`src/rtl/store_result_monitor_if.sv`:
```
// Observation bus between the core's data-memory write port
// and the store result monitor, plus the monitor's verdict outputs.
interface store_result_monitor_if;
  logic        en;
  logic        memwrite;
  logic [31:0] dataadr;
  logic [31:0] writedata;
  logic        pass;
  logic        fail;
  logic        done;
  logic [1:0]  fail_code;
  logic [15:0] store_cnt;
  logic [31:0] last_addr;
  logic [31:0] last_data;

  modport master (
    output en, memwrite, dataadr, writedata,
    input  pass, fail, done, fail_code,
    input  store_cnt, last_addr, last_data
  );

  modport slave (
    input  en, memwrite, dataadr, writedata,
    output pass, fail, done, fail_code,
    output store_cnt, last_addr, last_data
  );
endinterface

```
`src/rtl/store_result_monitor.sv`:
```
// Passive pass/fail monitor on the core's store port.
// Define STORE_MON_TIMEOUT_EN to build in the RUN-state timeout.
module store_result_monitor #(
  parameter logic [31:0] PASS_ADDR    = 32'd84,
  parameter logic [31:0] PASS_DATA    = 32'd7,
  parameter logic [31:0] SCRATCH_ADDR = 32'd80,
  parameter int unsigned TIMEOUT      = 4096
) (
  input logic clk,
  input logic reset,
  store_result_monitor_if.slave bus
);

  localparam logic [1:0] S_IDLE = 2'd0;
  localparam logic [1:0] S_RUN  = 2'd1;
  localparam logic [1:0] S_PASS = 2'd2;
  localparam logic [1:0] S_FAIL = 2'd3;

  logic [1:0]  state_q, state_d;
  logic [1:0]  code_q, code_d;
  logic [15:0] cnt_q, cnt_d;
  logic [31:0] laddr_q, laddr_d;
  logic [31:0] ldata_q, ldata_d;

  logic pass_hit, scr_hit, data_ok;
  logic pass_ok, pass_bad, verdict_st;
  logic tmo_hit;

  assign pass_hit   = bus.dataadr == PASS_ADDR;
  assign scr_hit    = bus.dataadr == SCRATCH_ADDR;
  assign data_ok    = bus.writedata == PASS_DATA;
  assign pass_ok    = pass_hit & data_ok;
  assign pass_bad   = pass_hit & ~data_ok;
  assign verdict_st = bus.memwrite & ~scr_hit;

`ifdef STORE_MON_TIMEOUT_EN
  localparam int TW =
    (TIMEOUT > 1) ? $clog2(TIMEOUT) : 1;
  localparam logic [TW-1:0] TMAX =
    TW'(TIMEOUT - 1);

  logic [TW-1:0] tmo_q, tmo_d;

  assign tmo_hit = (state_q == S_RUN) &&
                   (tmo_q == TMAX);

  always_comb begin
    tmo_d = tmo_q;
    if (state_q == S_IDLE) tmo_d = '0;
    else if (state_q == S_RUN) tmo_d = tmo_q + 1'b1;
  end

  always_ff @(posedge clk or negedge reset) begin
    if (!reset) tmo_q <= '0;
    else        tmo_q <= tmo_d;
  end
`else
  logic unused_tmo;
  assign unused_tmo = |32'(TIMEOUT);
  assign tmo_hit    = 1'b0;
`endif

  always_comb begin
    state_d = state_q;
    code_d  = code_q;
    cnt_d   = cnt_q;
    laddr_d = laddr_q;
    ldata_d = ldata_q;
    case (state_q)
      S_IDLE: begin
        if (bus.en) state_d = S_RUN;
      end
      S_RUN: begin
        if (bus.memwrite) begin
          if (cnt_q != 16'hFFFF)
            cnt_d = cnt_q + 16'd1;
          laddr_d = bus.dataadr;
          ldata_d = bus.writedata;
          unique case (1'b1)
            pass_ok:  state_d = S_PASS;
            pass_bad: begin
              state_d = S_FAIL;
              code_d  = 2'd2;
            end
            scr_hit:  ;
            default: begin
              state_d = S_FAIL;
              code_d  = 2'd1;
            end
          endcase
        end
        // A deciding store in the last cycle beats the timeout
        if (tmo_hit && !verdict_st) begin
          state_d = S_FAIL;
          code_d  = 2'd3;
        end
      end
      default: ;
    endcase
  end

  always_ff @(posedge clk or negedge reset) begin
    if (!reset) begin
      state_q <= S_IDLE;
      code_q  <= 2'd0;
      cnt_q   <= 16'd0;
      laddr_q <= 32'd0;
      ldata_q <= 32'd0;
    end else begin
      state_q <= state_d;
      code_q  <= code_d;
      cnt_q   <= cnt_d;
      laddr_q <= laddr_d;
      ldata_q <= ldata_d;
    end
  end

  assign bus.pass      = state_q == S_PASS;
  assign bus.fail      = state_q == S_FAIL;
  assign bus.done      = state_q[1];
  assign bus.fail_code = code_q;
  assign bus.store_cnt = cnt_q;
  assign bus.last_addr = laddr_q;
  assign bus.last_data = ldata_q;

endmodule

```
`src/flat_wrapper.sv`:
```
// flat-port wrapper written by rule: the top's interface ports become plain ports
module store_result_monitor_flat 
#(
  parameter logic [31:0] PASS_ADDR    = 32'd84,
  parameter logic [31:0] PASS_DATA    = 32'd7,
  parameter logic [31:0] SCRATCH_ADDR = 32'd80,
  parameter int unsigned TIMEOUT      = 4096
)
  (clk, reset, bus_en, bus_memwrite, bus_dataadr, bus_writedata, bus_pass, bus_fail, bus_done, bus_fail_code, bus_store_cnt, bus_last_addr, bus_last_data);
  store_result_monitor_if bus_i ();
  input logic clk;
  input logic reset;
  input wire logic [$bits(bus_i.en)-1:0] bus_en;
  input wire logic [$bits(bus_i.memwrite)-1:0] bus_memwrite;
  input wire logic [$bits(bus_i.dataadr)-1:0] bus_dataadr;
  input wire logic [$bits(bus_i.writedata)-1:0] bus_writedata;
  output wire logic [$bits(bus_i.pass)-1:0] bus_pass;
  output wire logic [$bits(bus_i.fail)-1:0] bus_fail;
  output wire logic [$bits(bus_i.done)-1:0] bus_done;
  output wire logic [$bits(bus_i.fail_code)-1:0] bus_fail_code;
  output wire logic [$bits(bus_i.store_cnt)-1:0] bus_store_cnt;
  output wire logic [$bits(bus_i.last_addr)-1:0] bus_last_addr;
  output wire logic [$bits(bus_i.last_data)-1:0] bus_last_data;
  assign bus_i.en = bus_en;
  assign bus_i.memwrite = bus_memwrite;
  assign bus_i.dataadr = bus_dataadr;
  assign bus_i.writedata = bus_writedata;
  assign bus_pass = bus_i.pass;
  assign bus_fail = bus_i.fail;
  assign bus_done = bus_i.done;
  assign bus_fail_code = bus_i.fail_code;
  assign bus_store_cnt = bus_i.store_cnt;
  assign bus_last_addr = bus_i.last_addr;
  assign bus_last_data = bus_i.last_data;
  store_result_monitor #(.PASS_ADDR(PASS_ADDR), .PASS_DATA(PASS_DATA), .SCRATCH_ADDR(SCRATCH_ADDR), .TIMEOUT(TIMEOUT)) u_core (.clk(clk), .reset(reset), .bus(bus_i));
endmodule
```
`config.mk`:
```
export PLATFORM = sky130hd
export DESIGN_NAME = store_result_monitor_flat
export DESIGN_NICKNAME = d
export VERILOG_FILES = /design/src/rtl/store_result_monitor_if.sv /design/src/rtl/store_result_monitor.sv /design/src/flat_wrapper.sv
export SDC_FILE = /design/constraint.sdc
export NUM_CORES = 1
export LEC_CHECK = 0
export ABC_CLOCK_PERIOD_IN_PS = 5200
export CORE_MARGIN = 2
export CORE_UTILIZATION = 25
export DETAILED_ROUTE_END_ITERATION = 6
export SYNTH_ARGS = -nofsm -noshare
export SYNTH_HDL_FRONTEND = slang
export SYNTH_SLANG_ARGS = --single-unit
```
`constraint.sdc`:
```
create_clock -name clk -period 5.2 [get_ports clk]
set_input_delay 1.04 -clock clk [delete_from_list [all_inputs] [get_ports clk]]
set_output_delay 1.04 -clock clk [all_outputs]
set_load 0.005 [all_outputs]
```
==> results by group, run 1 <==
Clock network
  – Htree depth: 3
  – Clk_lat worst skew: approximately 0.34 ns
  – CTS tree: yes
  – Quantity of gates resized following cts: 0
  – Num CTS Buffers: 9
  – CTS Root Cell: clkbuf_16
  – Clock slew at reported path FFs: 0.06 ns
  – Worst-case clock buffer depth: 2
  – Setup Fix Bufs, Post-CTS: 0
  – Hold_buf cts: 0
  – # clock sinks: 84

Synth
  – Post-synthesis instance area: 3480 µm²
  – Syn avg cell area: ~9.2 µm²
  – Yosys cell types: 34
  – Synth Register Bits: between 80 and 90
  – Seq/Total Area, Yosys: 0.604
  – Synthesized instance count: between 300 and 400
  – Biggest area consumer among synthesized cells: dfrtp_1
  – Yosys top cell area share: 0.604
  – Yosys warnings: 0
  – Synth Flop Type: dfrtp_1
  – EDFF count, synth: 0
  – Post-Syn Nets: roughly 450
  – Async SR Flop Fraction: 1.00
  – Synth top area cells: dfrtp_1, nand2_1, xor2_1

Setup path
  – Critical path depth in cells: 5
  – Worst R2R End: u_core.bus.store_cnt[14]$_DFFE_PN0P_
  – Buf+Inv Stages, Crit Path: 1
  – R2R cell count: 4
  – Reg2Reg Setup Slack: about 3.1 ns
  – Critical path class: input port to flop
  – Crit path cell chain: clkdlybuf4s50_1 > nand3b_1 > nor3_1 > nor4b_1 > nor2_1
  – Worst Path Arrival: about 3.0 ns
  – Slowest stage cell, crit path: nor3_1
  – CP startpoint kind: input port
  – CP endpoint kind: flop
  – CP top delay family: simple AND/OR/NAND/NOR gates
  – Crit path max fanout: 16
  – Worst path max stage delay: around 0.6 ns
  – Critical Path RT: 5.41 ns
  – R2R Path Start: u_core.state_q[1]$_DFFE_PN0P_

Timing
  – Clock skew: approximately 0.008 ns
  – Period utilization: 0.540
  – Slew @ Worst Pin: 1.06 ns
  – RSZ-0062 raised after global routing: false
  – Final Hold Vio Count: 0
  – TNS Setup: 0 ns
  – WHS: ~0.47 ns
  – Max Freq: approximately 360 MHz
  – Min Tclk post-route: 2.81 ns
  – Final slew viol count: 0
  – Slew Limit Headroom: 0.291
  – # setup viols final: 0

Route
  – Detailed Route WL: ~10000 µm
  – Vias: roughly 3,200
  – Remaining antenna violation count: 0
  – Drt drc: 0
  – Pre-Repair DR Iteration Count: 4
  – Mean routed wirelength per cell: between 10 and 15 µm
  – Vias per cell: around 4.5
  – Drt initial violations: 180

Global routing
  – Vias in the first global route: roughly 3,200
  – First-pass GRT wire length: 15,800 µm
  – Largest net degree at the start of global routing: 85
  – Total gr overflow: 0
  – Initial antenna violation count: 0
  – Tot GR Track Use: 0.138

Cells and area
  – N_diodes: 0
  – Layout cells sized above 1: 0.0467
  – Layout Area Growth over Synthesis: 58.5%
  – Fin nets: 600

Place
  – Detail Placement HPWL: ~7100 µm
  – I/O Buffers: ~150
  – Routability cong.: 0.742

Floorplanning
  – Die width: 122 µm
  – IO Pins: approximately 150
  – Area of the die: between 10,000 and 15,000 µm²
  – Row count: 43
  – Core area: 13,700 µm²
  – Die height: around 120 µm
  – Initial core utilization: 0.254

Status
  – Status: complete, no violations

Pwr
  – Pwr Density: 258 nW/µm²
  – Peak supply drop: between 0.1 and 0.15 mV
  – Pleak: 2.67 nW

Flow run
  – Max cap viols: 0

Worst hold path
  – Worst hold path class: flop to flop
  – Worst Hold Launch: u_core.bus.last_data[6]$_DFFE_PN0P_
  – Worst hold path depth: 2
  – WHS Endpoint: u_core.bus.last_data[6]$_DFFE_PN0P_
area by class of cell:
cell class	instances	area [µm²]
Multi-Input combinational cell	280	1320
Tap cell	180	225
Clock inverter	4	72.6
Sequential cell	84	2100
Inverter	2	7.51
Timing Repair Buffer	154	1530
Clock buffer	11	253
Fill cell	1343	8210
synth_stat cells (3+ instances only):
| master | count |
|---|---|
| nand2_1 | 198 |
| and3_1 | 3 |
| nor4_1 | 12 |
| xor2_1 | 10 |
| dfrtp_1 | 84 |
| nand4_1 | 6 |
| nand3_1 | 7 |
| nor3_1 | 8 |
| nor2_1 | 5 |
| a21oi_1 | 4 |
| clkbuf_1 | 12 |
| or4_1 | 3 |
power breakdown:
group | internal, mW | total [mW] | switching [mW] | leakage [nW]
Sequential | 0.654 | 0.654 | 0 | 1.16
Combinational | 0.0464 | 0.0741 | 0.0277 | 1.35
Clock | 0.443 | 0.695 | 0.251 | 0.158
cells in the final DEF (no fill, tap or decap), types with 2 or more instances in the layout:
master           instances
clkbuf_16                9
xor2_1                  10
a21oi_1                  4
nand3_1                  7
and3_1                   3
dfrtp_1                 84
nor4_1                  12
and4_1                   2
a31oi_1                  2
bufinv_16                2
inv_1                    2
nand4_1                  6
clkdlybuf4s50_1        151
buf_4                    3
nor2_1                   5
or4_1                    3
nand2_1                198
clkbuf_8                 2
nor3_1                   8
xnor2_1                  2
cells by family (layout without fill, tap and decap cells):
kind of cell | after synthesis | in the layout | synth area share
fa+ha+maj | 1 | 1 | 0.00360
buf+inv | 16 | 171 | 0.0173
compound gates | 9 | 9 | 0.0151
xor+xnor | 12 | 12 | 0.0302
simple gates | 256 | 256 | 0.322
flops | 84 | 84 | 0.604
mux | 2 | 2 | 0.00755
tightest hold or removal path, stage by stage (launching register included):
cell	delay (ns)
dfrtp_1	0.34
nand2_1	0.05
nand2_1	0.06
how the worst max path moves through the flow:
| stage | start | end |
|---|---|---|
| after floorplan | bus_writedata[5] | u_core.bus.fail_code[1]$_DFFE_PN0P_ |
| after global placement | bus_memwrite | u_core.bus.store_cnt[12]$_DFFE_PN0P_ |
| after detailed placement | bus_memwrite | u_core.bus.store_cnt[12]$_DFFE_PN0P_ |
| after CTS | bus_memwrite | u_core.bus.store_cnt[12]$_DFFE_PN0P_ |
| after global routing | bus_memwrite | u_core.bus.store_cnt[14]$_DFFE_PN0P_ |
| final | bus_memwrite | u_core.bus.store_cnt[14]$_DFFE_PN0P_ |
through the flow:
stage	std cells	util	total power, mW	worst slack, ns	area (µm²)
after CTS	715	0.402	1.45	2.42	5510
final	715	0.402	1.42	2.39	5510
after global placement	700	0.378	0.740	2.09	5190
after floorplan	380	-	0.669	2.93	3480
after global routing	715	0.402	1.48	2.12	5510
after detailed placement	700	0.378	0.741	2.04	5190
layer usage:
metal,track usage,share of wire
met1,0.172,0.43
met2,0.215,0.47
met3,0.0412,0.072
met4,0.0711,0.026
met5,0,0
state kept, by name (all words and copies together) (netlist names):
| signal | cells |
|---|---|
| u_core.bus.last_addr | 32 |
| u_core.bus.fail_code | 2 |
| u_core.bus.store_cnt | 16 |
| u_core.bus.last_data | 32 |
| u_core.state_q | 2 |
Power figures use the tool's default switching activity.
==> run 2: changes to the inputs <==
- ABC_CLOCK_PERIOD_IN_PS: 5200 -> 2350
- clock period: 5.2 -> 2.35 ns (I/O delays scaled with it)
==> run 2 against run 1 <==
Compared with the run above: register-to-register slack worse by 2.6 ns; final area is 0.45% higher; final cell count is 0.56% higher; sequential share of layout area is 0.17 points lower; clock power is 110% higher; global-route usage is 0.057 points higher; core utilization is 0.18 points higher; non-clock buffer count is 3 higher; via count is 0.85% lower; worst setup slack worse by 2.0 ns; sequential power is 120% higher; critical path type unchanged; critical path depth stayed put; largest cell class unchanged.
==> results by group, run 2 (synthesized netlist as in run 1, its figures left out) <==
Timing
  – Period utilization: 0.827
  – RSZ-0062 raised after global routing: false
  – Slew @ Worst Pin: 0.717 ns (-0.346 ns)
  – TNS Setup: 0 ns (unchanged)
  – WHS: 0.0938 ns (-0.380 ns)
  – Slew Limit Headroom: 0.522 (+0.231)
  – Final Hold Vio Count: 0 (unchanged)
  – Min Tclk post-route: around 2 ns
  – Max Freq: ~500 MHz
  – # setup viols final: 0 (unchanged)
  – Clock skew: 0.00340 ns (-0.00472 ns)
  – Final slew viol count: 0 (unchanged)

Status
  – Status: complete, no violations

Clock network
  – CTS tree: yes
  – Clk_lat worst skew: 0.34 ns (about the same)
  – Hold_buf cts: 0 (unchanged)
  – Worst-case clock buffer depth: 2 (unchanged)
  – Num CTS Buffers: 9 (unchanged)
  – # clock sinks: 84 (unchanged)
  – Quantity of gates resized following cts: 0 (unchanged)
  – Clock slew at reported path FFs: 0.06 ns (about the same)
  – Setup Fix Bufs, Post-CTS: 0 (unchanged)
  – CTS Root Cell: clkbuf_16
  – Htree depth: 3 (unchanged)

Route
  – Remaining antenna violation count: 0 (unchanged)
  – Drt initial violations: 175 (-2.8%)
  – Mean routed wirelength per cell: 13.9 µm (-0.48%)
  – Pre-Repair DR Iteration Count: 4 (unchanged)
  – Vias: 3,160 (-0.85%)
  – Drt drc: 0 (unchanged)
  – Detailed Route WL: 9970 µm (about the same)
  – Vias per cell: 4.39 (-1.4%)

Global routing
  – Initial antenna violation count: 0 (unchanged)
  – Vias in the first global route: 3,119 (-1.7%)
  – Largest net degree at the start of global routing: 68 (-20%)
  – First-pass GRT wire length: 15,700 µm (-0.44%)
  – Tot GR Track Use: 0.138 (+0.000573)
  – Total gr overflow: 0 (unchanged)

Setup path
  – CP endpoint kind: flop
  – Slowest stage cell, crit path: or4_1
  – Worst R2R End: u_core.bus.store_cnt[1]$_DFFE_PN0P_
  – Critical path class: input port to flop
  – Reg2Reg Setup Slack: 0.50 ns (-2.57 ns)
  – Crit path cell chain: clkdlybuf4s50_1 > or4_1 > nor4_1 > a21oi_1 > o22a_1
  – Crit path max fanout: 2 (-14)
  – CP startpoint kind: input port
  – R2R Path Start: u_core.bus.store_cnt[0]$_DFFE_PN0P_
  – Worst Path Arrival: 2.18 ns (-0.84 ns)
  – R2R cell count: 5 (+1)
  – Critical Path RT: 2.58 ns (-2.83 ns)
  – Worst path max stage delay: 0.53 ns (-0.06 ns)

Floorplanning
  – Row count: 43 (unchanged)
  – Core area: 13,700 µm² (unchanged)
  – Die width: 122 µm (unchanged)
  – Initial core utilization: 0.254 (unchanged)
  – Area of the die: 14,900 µm² (unchanged)
  – IO Pins: 153 (unchanged)
  – Die height: 122 µm (unchanged)

Place
  – Detail Placement HPWL: 7290 µm (+1.9%)
  – I/O Buffers: 152 (unchanged)
  – Routability cong.: 0.746 (+0.46%)
  – Area post-placement: 5230 µm² (+0.92%)

Cells and area
  – Fin nets: 603 (+0.50%)
  – Layout Area Growth over Synthesis: 59.2%
  – Post-Layout Inst Area: 5540 µm² (+0.45%)
  – N_diodes: 0 (unchanged)
  – Utilization after layout: 0.404 (+0.00182)
  – Most frequent cells in the layout: nand2_1, clkdlybuf4s50_1, dfrtp_1
  – Commonest non-fill, non-tap cell in the layout: nand2_1
  – Layout cells sized above 1: 0.0538 (+0.00707)

Flow run
  – Max cap viols: 0 (unchanged)

Pwr
  – Power consumption: 3.05 mW (+110%)
  – Combinational Power Share: 0.055 (+0.003)
  – Peak supply drop: 0.223 mV (+120%)
  – Pleak: 2.69 nW (+0.77%)
  – Clk network pwr share: 0.472 (-0.016)
  – Flop pwr share: 0.474 (+0.014)
  – Sw Share: 0.206 (+0.00939)
  – Reported net switching power: 0.628 mW (+120%)
  – Pwr Density: 552 nW/µm² (+110%)
  – Pint: 2.43 mW (+110%)

Worst hold path
  – Worst hold path class: input port to asynchronous set/reset pin
## run 2: worst max path at each step
stage	end	slack (ns)	from
after floorplan	u_core.bus.fail_code[1]$_DFFE_PN0P_	0.65	bus_writedata[5]
after CTS	u_core.bus.fail_code[1]$_DFFE_PN0P_	0.41	bus_writedata[5]
after global routing	u_core.bus.fail_code[1]$_DFFE_PN0P_	0.26	bus_writedata[5]
after global placement	u_core.bus.fail_code[1]$_DFFE_PN0P_	0.06	bus_writedata[5]
after detailed placement	u_core.bus.fail_code[1]$_DFFE_PN0P_	0.04	bus_writedata[5]
final	u_core.bus.fail_code[1]$_DFFE_PN0P_	0.41	bus_writedata[5]
## run 2: final cells by class
type	count	area, µm²
inverters	2	7.51
clock buffers	11	253
well taps	180	225
multi-input cells	280	1320
fillers	1332	8180
clock inverters	5	50.0
repair buffers	157	1580
flip-flops and latches	84	2100
## run 2: power groups by stage
stage	clock network (mW)	registers, mW	logic [mW]
final	1.44	1.45	0.167
after global routing	1.55	1.44	0.183
after CTS	1.49	1.45	0.170
after detailed placement	0	1.47	0.170
after global placement	0	1.47	0.169
after floorplan	0	1.47	0.00690
## run 2: per-layer routing
layer / GRT usage / wire length (µm)
met1: 0.172 / 4230
met2: 0.220 / 4860
met3: 0.0431 / 683
met4: 0.0647 / 199
met5: 0 / 0
## run 2: worst max-delay path, delay by kind of cell
kind	cells	cell delay (ns)
AO/OA/AOI/OAI	2	0.34
AND/OR/NAND/NOR	2	0.94
buffers and inverters	1	0.42
## run 2: stage by stage
step	setup WS (ns)	std cells
2_1_floorplan	0.653	380
3_3_place_gp	0.0629	703
3_5_place_dp	0.0442	703
4_1_cts	0.410	719
5_1_grt	0.264	719
6_report	0.407	719
==> run 3: changes to the inputs <==
- ABC_CLOCK_PERIOD_IN_PS: 2350 -> 1800
- clock period: 2.35 -> 1.8 ns (I/O delays scaled with it)
==> run 3 against run 2 <==
Compared with the run above: final cell count up 3.2%; total power grew 36%; core utilization is 1.7 points higher; final area is 4.2% higher; sequential share of layout area shrank 1.5 points; register-to-register slack worse by 0.37 ns; non-clock buffer count is 23 higher; global-route usage up 0.20 points; critical endpoint unchanged; sequential cell count unchanged; clock-buffer cell count stayed put.
==> results by group, run 3 (synthesized netlist as in run 1, its figures left out) <==
Clock network
  – Num CTS Buffers: 9 (unchanged)
  – CTS tree: yes
  – CTS Root Cell: clkbuf_16
  – Htree depth: 3 (unchanged)
  – # clock sinks: 84 (unchanged)
  – Clock slew at reported path FFs: 0.06 ns (about the same)
  – Worst-case clock buffer depth: 2 (unchanged)
  – Clk_lat worst skew: 0.34 ns (about the same)

Cells and area
  – Most frequent cells in the layout: nand2_1, clkdlybuf4s50_1, dfrtp_1
  – Multi-input gate area: 1340 µm² (+1.4%)
  – Utilization after layout: 0.421 (+0.0170)
  – Final Non-Filler Cells: 742 (+3.2%)
  – Post-Layout Inst Area: 5770 µm² (+4.2%)
  – Commonest non-fill, non-tap cell in the layout: nand2_1
  – N_diodes: 0 (unchanged)
  – Fillers: 1,353 (+1.6%)
  – Layout Area Growth over Synthesis: 65.9%
  – Layout cells sized above 1: 0.0943 (+0.0405)
  – FF+latch area: 2100 µm² (about the same)
  – Fin nets: 626 (+3.8%)

Floorplanning
  – Die height: 122 µm (unchanged)
  – Die width: 122 µm (unchanged)
  – Initial core utilization: 0.254 (unchanged)
  – Area of the die: 14,900 µm² (unchanged)
  – IO Pins: 153 (unchanged)
  – Core area: 13,700 µm² (unchanged)
  – Row count: 43 (unchanged)

Place
  – I/O Buffers: 152 (unchanged)
  – Area post-placement: 5400 µm² (+3.3%)
  – Post-Place Cells: 724 (+3.0%)
  – Detail Placement HPWL: 7480 µm (+2.7%)
  – Pre-CTS WS: -0.379 ns (-0.423 ns)
  – Routability cong.: 0.783 (+5.0%)

Pwr
  – Clk network pwr share: 0.488 (+0.016)
  – Reported net switching power: 0.848 mW (+35%)
  – Peak supply drop: 0.321 mV (+44%)
  – Sw Share: 0.205 (-0.00107)
  – Flop pwr share: 0.455 (-0.019)
  – Combinational Power Share: 0.057 (+0.002)
  – Pleak: 2.84 nW (+5.4%)
  – Pint: 3.30 mW (+36%)
  – Pwr Density: 719 nW/µm² (+30%)

Setup path
  – Reg2Reg Setup Slack: 0.13 ns (-0.37 ns)
  – Crit path cell chain: clkdlybuf4s50_1 > or4_4 > nor4_4 > a21oi_1 > o22a_1
  – R2R cell count: 5 (unchanged)
  – CP top delay family: simple AND/OR/NAND/NOR gates
  – Worst Path Arrival: 1.96 ns (-0.22 ns)
  – Slowest stage cell, crit path: or4_4
  – Worst path max stage delay: 0.56 ns (+0.03 ns)
  – CP startpoint kind: input port
  – Critical path depth in cells: 5 (unchanged)
  – Crit path max fanout: 2 (unchanged)
  – Buf+Inv Stages, Crit Path: 1 (unchanged)
  – CP endpoint kind: flop
  – Critical Path RT: 2.03 ns (-0.55 ns)
  – Critical path class: input port to flop

Timing
  – Slew Limit Headroom: 0.723 (+0.201)
  – # setup viols final: 0 (unchanged)
  – Period utilization: 0.960
  – Final slew viol count: 0 (unchanged)
  – Min Tclk post-route: 1.73 ns
  – TNS Setup: 0 ns (unchanged)
  – Final Hold Vio Count: 0 (unchanged)
  – Slew @ Worst Pin: 0.412 ns (-0.305 ns)
  – Clock skew: 0.00341 ns (+0.0000148 ns)
  – Max Freq: about 580 MHz
  – Worst setup margin: 0.0721 ns (-0.335 ns)
  – RSZ-0062 raised after global routing: false

Route
  – Pre-Repair DR Iteration Count: 4 (unchanged)
  – Drt initial violations: 122 (-30%)
  – Detailed Route WL: 9880 µm (-0.92%)
  – Vias per cell: 4.39 (-0.16%)
  – Remaining antenna violation count: 0 (unchanged)
  – Drt drc: 0 (unchanged)
  – Vias: 3,256 (+3.0%)
  – Mean routed wirelength per cell: 13.3 µm (-4.0%)

Flow run
  – Max cap viols: 0 (unchanged)

Global routing
  – Initial antenna violation count: 0 (unchanged)
  – Largest net degree at the start of global routing: 47 (-31%)
  – Total gr overflow: 0 (unchanged)
  – Vias in the first global route: 3,202 (+2.7%)
  – Tot GR Track Use: 0.140 (+0.00196)
  – First-pass GRT wire length: 16,000 µm (+1.7%)

Worst hold path
  – Worst hold path class: input port to asynchronous set/reset pin

Status
  – Status: complete, no violations
==> run 3: cell types whose count changed in the layout (fill, tap and decap cells not counted), sizes merged <==
| cell | previous run | this run |
|---|---|---|
| clkinvlp | 0 | 2 |
| clkinv | 4 | 0 |
| buf | 6 | 28 |
| clkdlybuf4s50 | 151 | 149 |
| inv | 2 | 3 |
| dlygate4sd3 | 0 | 1 |
| bufinv | 1 | 2 |
| dlygate4sd2 | 0 | 1 |
| dlymetal6s2s | 0 | 1 |
==> run 3: cell type report <==
type	count	area share
tap	180	0.0390
clock buffer	11	0.0421
timing repair buffer	180	0.307
sequential	84	0.365
clock inverter	5	0.0145
multi-input combinational	280	0.232
inverter	2	0.00130
==> run 3: power groups by stage <==
stage	combinational, mW	clock (mW)	sequential [mW]
after floorplan	0.00901	0	1.92
after global placement	0.234	0	1.92
after detailed placement	0.235	0	1.92
after CTS	0.239	2.10	1.89
after global routing	0.258	2.19	1.89
final	0.236	2.02	1.89
==> run 3: final timing paths <==
check,start,to
setup / recovery,bus_writedata[9],u_core.bus.fail_code[1]$_DFFE_PN0P_
hold / removal,reset,u_core.bus.last_data[22]$_DFFE_PN0P_
setup reg to reg,u_core.bus.store_cnt[9]$_DFFE_PN0P_,u_core.bus.store_cnt[11]$_DFFE_PN0P_
hold reg to reg,u_core.bus.last_addr[21]$_DFFE_PN0P_,u_core.bus.last_addr[21]$_DFFE_PN0P_
max in group asynchronous,reset,u_core.bus.store_cnt[11]$_DFFE_PN0P_
min in group clk,u_core.bus.last_addr[21]$_DFFE_PN0P_,u_core.bus.last_addr[21]$_DFFE_PN0P_
==> run 3: what timing repair did <==
action                                  CTS  global route
endpoints found under the setup margin    2             3
hold buffers                              1             0
buffers inserted                          1             0
resized for setup                         2             4
hold endpoints to repair                 19             0
pin swaps                                 0             2
==> run 3: metrics by stage <==
| step | power (mW) | hold WS [ns] |
|---|---|---|
| final | 4.15 | 0.440 |
| after detailed placement | 2.16 | 0.273 |
| after global placement | 2.16 | 0.275 |
| after floorplan | 1.93 | 0.0644 |
| after global routing | 4.34 | 0.468 |
| after CTS | 4.22 | 0.438 |
==> run 3: routing by layer <==
metal	global-route usage	up-vias	wire (µm)
met3	0.0482	16	771
li1	-	1595	-
met1	0.181	1544	4360
met5	0	-	0
met4	0.0783	0	253
met2	0.206	101	4500
